<file path="src/rtl/ahb5_excl_monitor_if.sv">
// ahb5_excl_monitor_if
//   Bus bundle between the AHB5 interconnect, the exclusive access monitor
//   and the downstream (non exclusive-aware) memory slave.
//   Signals:
//     HSEL, HADDR, HTRANS, HWRITE, HMASTER, HEXCL, HREADY
//       Address-phase signals and bus HREADY, driven by the interconnect.
//     HREADYOUT, HRESP, HEXOKAY
//       Response signals returned by the monitor to the interconnect.
//     SHSEL
//       Gated select from the monitor to the memory slave.
//     SHREADYOUT, SHRESP
//       Response signals from the memory slave.
//   Modports:
//     slave  - the monitor's view of the bundle.
//     master - the interconnect / environment view of the bundle.
interface ahb5_excl_monitor_if #(
  parameter int ADDR_W   = 32,
  parameter int MASTER_W = 2
);
  logic                HSEL;
  logic [ADDR_W-1:0]   HADDR;
  logic [1:0]          HTRANS;
  logic                HWRITE;
  logic [MASTER_W-1:0] HMASTER;
  logic                HEXCL;
  logic                HREADY;
  logic                HREADYOUT;
  logic                HRESP;
  logic                HEXOKAY;
  logic                SHSEL;
  logic                SHREADYOUT;
  logic                SHRESP;

  modport slave (
    input  HSEL, HADDR, HTRANS, HWRITE, HMASTER, HEXCL, HREADY,
    input  SHREADYOUT, SHRESP,
    output HREADYOUT, HRESP, HEXOKAY, SHSEL
  );

  modport master (
    output HSEL, HADDR, HTRANS, HWRITE, HMASTER, HEXCL, HREADY,
    output SHREADYOUT, SHRESP,
    input  HREADYOUT, HRESP, HEXOKAY, SHSEL
  );
endinterface

</file>
<file path="src/rtl/ahb5_excl_monitor.sv">
// ahb5_excl_monitor
//   Slave-side AHB5 exclusive access monitor placed in front of a memory
//   slave that has no exclusive support. It keeps one reservation (valid bit
//   and granule tag) per bus master, answers HEXOKAY for successful exclusive
//   transfers and completes failed exclusive writes itself, so the memory
//   never sees them.
//   Ports:
//     HCLK     clock
//     HRESETn  asynchronous active-low reset
//     bus      ahb5_excl_monitor_if.slave: address phase in, HREADYOUT /
//              HRESP / HEXOKAY out, SHSEL out, SHREADYOUT / SHRESP in
module ahb5_excl_monitor #(
  parameter int ADDR_W   = 32,
  parameter int MASTER_W = 2,
  parameter int GRAN_LSB = 3
) (
  input logic                HCLK,
  input logic                HRESETn,
  ahb5_excl_monitor_if.slave bus
);
  localparam int NUM_M = 1 << MASTER_W;
  localparam int TAG_W = ADDR_W - GRAN_LSB;

  logic [TAG_W-1:0]    addr_tag;
  logic [MASTER_W-1:0] mst;
  logic                accept;
  logic                pass;
  logic                fail;
  logic                excl_wr_deny;
  logic                err_clr;

  logic [NUM_M-1:0]    valid_vec;
  logic [TAG_W-1:0]    tag_vec [NUM_M];

  logic                dp_act_reg;
  logic                dp_blk_reg;
  logic                dp_excl_reg;
  logic                dp_wr_reg;
  logic [MASTER_W-1:0] dp_mst_reg;

  // Byte offset within a granule and HTRANS[0] carry no information here.
  logic unused_bits;
  assign unused_bits = ^{bus.HTRANS[0], bus.HADDR[GRAN_LSB-1:0]};

  assign addr_tag = bus.HADDR[ADDR_W-1:GRAN_LSB];
  assign mst      = bus.HMASTER;
  assign accept   = bus.HSEL & bus.HTRANS[1] & bus.HREADY;
  assign pass     = valid_vec[mst] & (tag_vec[mst] == addr_tag);
  assign fail     = accept & bus.HEXCL & bus.HWRITE & ~pass;

  // Deliberately not qualified by HREADY: during wait states the gate is
  // re-evaluated every cycle, so the memory never samples a doomed write.
  assign excl_wr_deny = bus.HTRANS[1] & bus.HEXCL & bus.HWRITE & ~pass;
  assign bus.SHSEL    = bus.HSEL & ~excl_wr_deny;

  // Last cycle of an exclusive read that the memory answered with ERROR.
  assign err_clr = dp_act_reg & dp_excl_reg & ~dp_wr_reg &
                   bus.SHRESP & bus.SHREADYOUT;

  genvar gi;
  generate
    for (gi = 0; gi < NUM_M; gi++) begin : g_entry
      logic             valid_reg;
      logic             valid_next;
      logic [TAG_W-1:0] tag_reg;
      logic [TAG_W-1:0] tag_next;
      logic             own;
      logic             tag_hit;
      logic             set_res;
      logic             clr_res;

      assign own     = (mst == MASTER_W'(gi));
      assign tag_hit = (tag_reg == addr_tag);
      assign set_res = accept & bus.HEXCL & ~bus.HWRITE & own;

      // Own exclusive write (pass or fail) consumes the reservation; a plain
      // write or a successful exclusive write kills every matching granule.
      assign clr_res = (accept & bus.HWRITE & bus.HEXCL & own) |
                       (accept & bus.HWRITE & (~bus.HEXCL | pass) & tag_hit) |
                       (err_clr & (dp_mst_reg == MASTER_W'(gi)));

      // A new reservation wins over any clear landing in the same cycle.
      always_comb begin
        valid_next = valid_reg;
        tag_next   = tag_reg;
        if (set_res) begin
          valid_next = 1'b1;
          tag_next   = addr_tag;
        end else if (clr_res) begin
          valid_next = 1'b0;
        end
      end

      always_ff @(posedge HCLK or negedge HRESETn) begin
        if (!HRESETn) begin
          valid_reg <= 1'b0;
          tag_reg   <= '0;
        end else begin
          valid_reg <= valid_next;
          tag_reg   <= tag_next;
        end
      end

      assign valid_vec[gi] = valid_reg;
      assign tag_vec[gi]   = tag_reg;
    end
  endgenerate

  always_ff @(posedge HCLK or negedge HRESETn) begin
    if (!HRESETn) begin
      dp_act_reg  <= 1'b0;
      dp_blk_reg  <= 1'b0;
      dp_excl_reg <= 1'b0;
      dp_wr_reg   <= 1'b0;
      dp_mst_reg  <= '0;
    end else if (bus.HREADY) begin
      dp_act_reg  <= accept;
      dp_blk_reg  <= fail;
      dp_excl_reg <= accept & bus.HEXCL;
      dp_wr_reg   <= accept & bus.HWRITE;
      dp_mst_reg  <= mst;
    end
  end

  // A blocked write is answered locally: zero-wait OKAY, no HEXOKAY.
  assign bus.HREADYOUT = dp_blk_reg ? 1'b1 : bus.SHREADYOUT;
  assign bus.HRESP     = dp_blk_reg ? 1'b0 : bus.SHRESP;
  assign bus.HEXOKAY   = dp_act_reg & dp_excl_reg & ~dp_blk_reg &
                         bus.SHREADYOUT & ~bus.SHRESP;
endmodule

</file>
<file path="src/flat_wrapper.sv">
// flat-port wrapper written by rule: the top's interface ports become plain ports
module ahb5_excl_monitor_flat 
#(
  parameter int ADDR_W   = 32,
  parameter int MASTER_W = 2,
  parameter int GRAN_LSB = 3
)
  (HCLK, HRESETn, bus_HSEL, bus_HADDR, bus_HTRANS, bus_HWRITE, bus_HMASTER, bus_HEXCL, bus_HREADY, bus_SHREADYOUT, bus_SHRESP, bus_HREADYOUT, bus_HRESP, bus_HEXOKAY, bus_SHSEL);
  ahb5_excl_monitor_if #(.ADDR_W(ADDR_W), .MASTER_W(MASTER_W)) bus_i ();
  input logic HCLK;
  input logic HRESETn;
  input wire logic [$bits(bus_i.HSEL)-1:0] bus_HSEL;
  input wire logic [$bits(bus_i.HADDR)-1:0] bus_HADDR;
  input wire logic [$bits(bus_i.HTRANS)-1:0] bus_HTRANS;
  input wire logic [$bits(bus_i.HWRITE)-1:0] bus_HWRITE;
  input wire logic [$bits(bus_i.HMASTER)-1:0] bus_HMASTER;
  input wire logic [$bits(bus_i.HEXCL)-1:0] bus_HEXCL;
  input wire logic [$bits(bus_i.HREADY)-1:0] bus_HREADY;
  input wire logic [$bits(bus_i.SHREADYOUT)-1:0] bus_SHREADYOUT;
  input wire logic [$bits(bus_i.SHRESP)-1:0] bus_SHRESP;
  output wire logic [$bits(bus_i.HREADYOUT)-1:0] bus_HREADYOUT;
  output wire logic [$bits(bus_i.HRESP)-1:0] bus_HRESP;
  output wire logic [$bits(bus_i.HEXOKAY)-1:0] bus_HEXOKAY;
  output wire logic [$bits(bus_i.SHSEL)-1:0] bus_SHSEL;
  assign bus_i.HSEL = bus_HSEL;
  assign bus_i.HADDR = bus_HADDR;
  assign bus_i.HTRANS = bus_HTRANS;
  assign bus_i.HWRITE = bus_HWRITE;
  assign bus_i.HMASTER = bus_HMASTER;
  assign bus_i.HEXCL = bus_HEXCL;
  assign bus_i.HREADY = bus_HREADY;
  assign bus_i.SHREADYOUT = bus_SHREADYOUT;
  assign bus_i.SHRESP = bus_SHRESP;
  assign bus_HREADYOUT = bus_i.HREADYOUT;
  assign bus_HRESP = bus_i.HRESP;
  assign bus_HEXOKAY = bus_i.HEXOKAY;
  assign bus_SHSEL = bus_i.SHSEL;
  ahb5_excl_monitor #(.ADDR_W(ADDR_W), .MASTER_W(MASTER_W), .GRAN_LSB(GRAN_LSB)) u_core (.HCLK(HCLK), .HRESETn(HRESETn), .bus(bus_i));
endmodule
</file>
<file path="config.mk">
export PLATFORM = sky130hd
export DESIGN_NAME = ahb5_excl_monitor_flat
export DESIGN_NICKNAME = d
export VERILOG_FILES = /design/src/rtl/ahb5_excl_monitor_if.sv /design/src/rtl/ahb5_excl_monitor.sv /design/src/flat_wrapper.sv
export SDC_FILE = /design/constraint.sdc
export NUM_CORES = 1
export LEC_CHECK = 0
export CORE_ASPECT_RATIO = 0.6
export CORE_MARGIN = 2
export CORE_UTILIZATION = 32
export DETAILED_ROUTE_END_ITERATION = 10
export DONT_BUFFER_PORTS = 1
export GPL_ROUTABILITY_DRIVEN = 0
export GPL_TIMING_DRIVEN = 1
export SYNTH_ARGS = -nofsm -noshare
export SYNTH_HDL_FRONTEND = slang
export SYNTH_SLANG_ARGS = --single-unit
export TNS_END_PERCENT = 100
</file>
<file path="constraint.sdc">
create_clock -name HCLK -period 4.8 [get_ports HCLK]
set_input_delay 1.44 -clock HCLK [delete_from_list [all_inputs] [get_ports HCLK]]
set_output_delay 1.44 -clock HCLK [all_outputs]
set_load 0.01 [all_outputs]
</file>
==> impl_metrics.tcl <==
set metrics [dict create \
    status "completed" \
    antenna_found_initial 0 \
    synth_area_leaders "dfrtp_1 43%, mux2_2 18%, xnor2_1 9.4%, xor2_1 6.6%, mux4_2 4.6%" \
    first_pass_iters 4 \
    post_cts.repair.setup_buffers 0 \
    num_rows 43 \
    grt.overflow.total 0 \
    io_buffers 0 \
    fmax_mhz 213 \
    cts_num_sinks 126 \
    finalClockSkew_ps 11.7 \
    r2r_slack_ps 2200 \
    cts_buffers 17 \
    dp_slack_ps -7.31 \
    synth_edf_count 0 \
    synth_async_sr_flop_share_pct 100 \
    slew_headroom_pct 22.3 \
    grt_max_degree 127 \
    avgSynthCellArea_um2 12.0 \
    synthCells 616 \
    layout_setup_ws_ps 105 \
    insertion_delay_ps 420 \
    drc 0 \
    die_w_um 201 \
    synth.most_common_cell "dfrtp_1" \
    tightestPinTransition_ps 1150 \
    timing.rr.end "u_core.g_entry[0].valid_reg" \
    ys_types 45 \
    cp-end-kind "output pin" \
    cts.hold.buffers_added 0 \
    drive_above_1_share_pct 29.2 \
    ir_drop_mv 0.243 \
    start_util_pct 32.4 \
    hpwl_mm 14.9 \
    r2r_cells 8 \
    finalCriticalPeriod_ps 4690 \
    ant_nets 0 \
    tritoncts "yes" \
    yosysTopAreaCell "dfrtp_1" \
    cts-root-buf "clkbuf_16" \
    diodes 0 \
    whs_path_depth 2 \
    hold_path_end "u_core.dp_wr_reg" \
    die_y_um 122 \
    hp-class "reg2reg" \
    p_leak_nw 3.52 \
    grt_pass1_wl_mm 31.8 \
    synth_flop_cell "dfrtp_1" \
    syn-num-nets 660 \
    worstHoldStart "u_core.dp_wr_reg" \
    yosysSeqAreaShare_pct 42.5 \
    min_period_over_period_pct 97.8 \
    synth_top_area_share_pct 42.5 \
    crit_fanout 35 \
    path_class "in2out" \
    slew_violations 0 \
    num_io_pins 48 \
    grt_pass1_vias 4940 \
    worstPathArrival_ps 3250 \
    finalHoldViolations 0 \
    htreeDepth 4 \
    design.core.area_um2 22900 \
    whs_ps 547 \
    cts.clk_slew.worst_paths_ps 60 \
    worstSetupStartpointType "input port" \
    rsz0062_at_grt "false" \
    grtUsageTotal_pct 17.8 \
    clock_path_buffers 2 \
    largest_reg_flops 116 \
    reg2reg_from "u_core.g_entry[1].tag_reg[17]" \
    wl_per_cell_um 22.8 \
    vias 4946 \
    final_nets 634 \
    worstPathRequired_ps 3360 \
    synth-seq-cells 126 \
    yosys-top-cells-count "126 x dfrtp_1, 116 x mux2_2, 80 x xnor2_1" \
    area_growth_pct 11.5 \
    setup_viol 0 \
    power_mw 3.19 \
    wirelength_mm 20.9 \
    viasPerCell 5.39 \
    drtIter0Drc 472 \
    dieArea_um2 24500 \
    final_cell_area_um2 8270 \
    syn_area_um2 7420 \
    placed_area_um2 7660 \
    power_density_nw_per_um2 386 \
    final_util_pct 36.1 \
    yosysWarnings 0 \
    maxCapViolCount 0 \
]
-- cells in the final DEF (no fill, tap or decap), types with 6 or more instances in the layout --
cell / n
nor3_1: 6
mux2_2: 116
nand2_1: 12
and3_1: 6
nand4_1: 22
inv_1: 9
mux4_2: 15
nor2_1: 8
clkbuf_16: 17
o21ai_0: 11
mux2i_1: 23
xor2_1: 56
nand3_1: 9
nor4_1: 19
xnor2_1: 78
dfrtp_1: 126
-- layer usage --
layer	GRT usage, %	part of all wire [%]	up-vias
met5	0	0	-
met4	3.75	0.98	0
met3	7.44	10	22
met2	23.4	39	165
met1	26.6	49	2591
li1	-	-	2168
-- critical path, stage by stage --
cell and delay [ps]:
mux4_1 580, xnor2_2 180, o2111ai_1 170, nor4_2 260, o2111ai_2 260, nor2_2 180, o21a_1 170
-- where the power goes --
group | switching [mW] | internal, mW
clock network | 0.494 | 0.811
logic | 0.243 | 0.302
registers | 0.139 | 1.20
total | 0.876 | 2.32
-- final cells by class --
type,count,area [um2]
timing repair buffer,7,77.6
inverter,10,37.5
fill,2269,14700
sequential,126,3150
tap,315,394
clock buffer,20,437
clock inverter,11,144
multi-input combinational,428,4020
-- worst max path at each step --
stage / from / to / slack (ps) / cells after the start
after floorplan: bus_HMASTER[0] / bus_SHSEL / 220 / 8
after global placement: bus_HMASTER[0] / bus_SHSEL / 30 / 7
after detailed placement: bus_HMASTER[0] / bus_SHSEL / -7 / 7
after CTS: bus_HMASTER[0] / bus_SHSEL / 10 / 7
after global routing: bus_HMASTER[0] / bus_SHSEL / 9 / 7
final: bus_HMASTER[0] / bus_SHSEL / 110 / 7
-- what timing repair did --
item | in CTS | in global routing
endpoints found under the setup margin | 0 | 1
endpoints found under the hold margin | 0 | 0
gates resized for setup | 0 | 4
-- kinds of logic after synthesis --
logic type,after synthesis,synth area share [%]
multiplexers,159,27.0
XOR/XNOR,136,16.1
flip-flops,126,42.5
AND/OR/NAND/NOR,91,6.85
buffers and inverters,62,3.56
AO/OA/AOI/OAI,42,3.98
-- through the flow --
step	instances	setup TNS (ps)
global route	917	0
floorplan	616	0
finish	917	0
global placement	886	0
CTS	917	0
detailed placement	886	-7.31
Note: power is estimated with default switching activity, not from simulation.
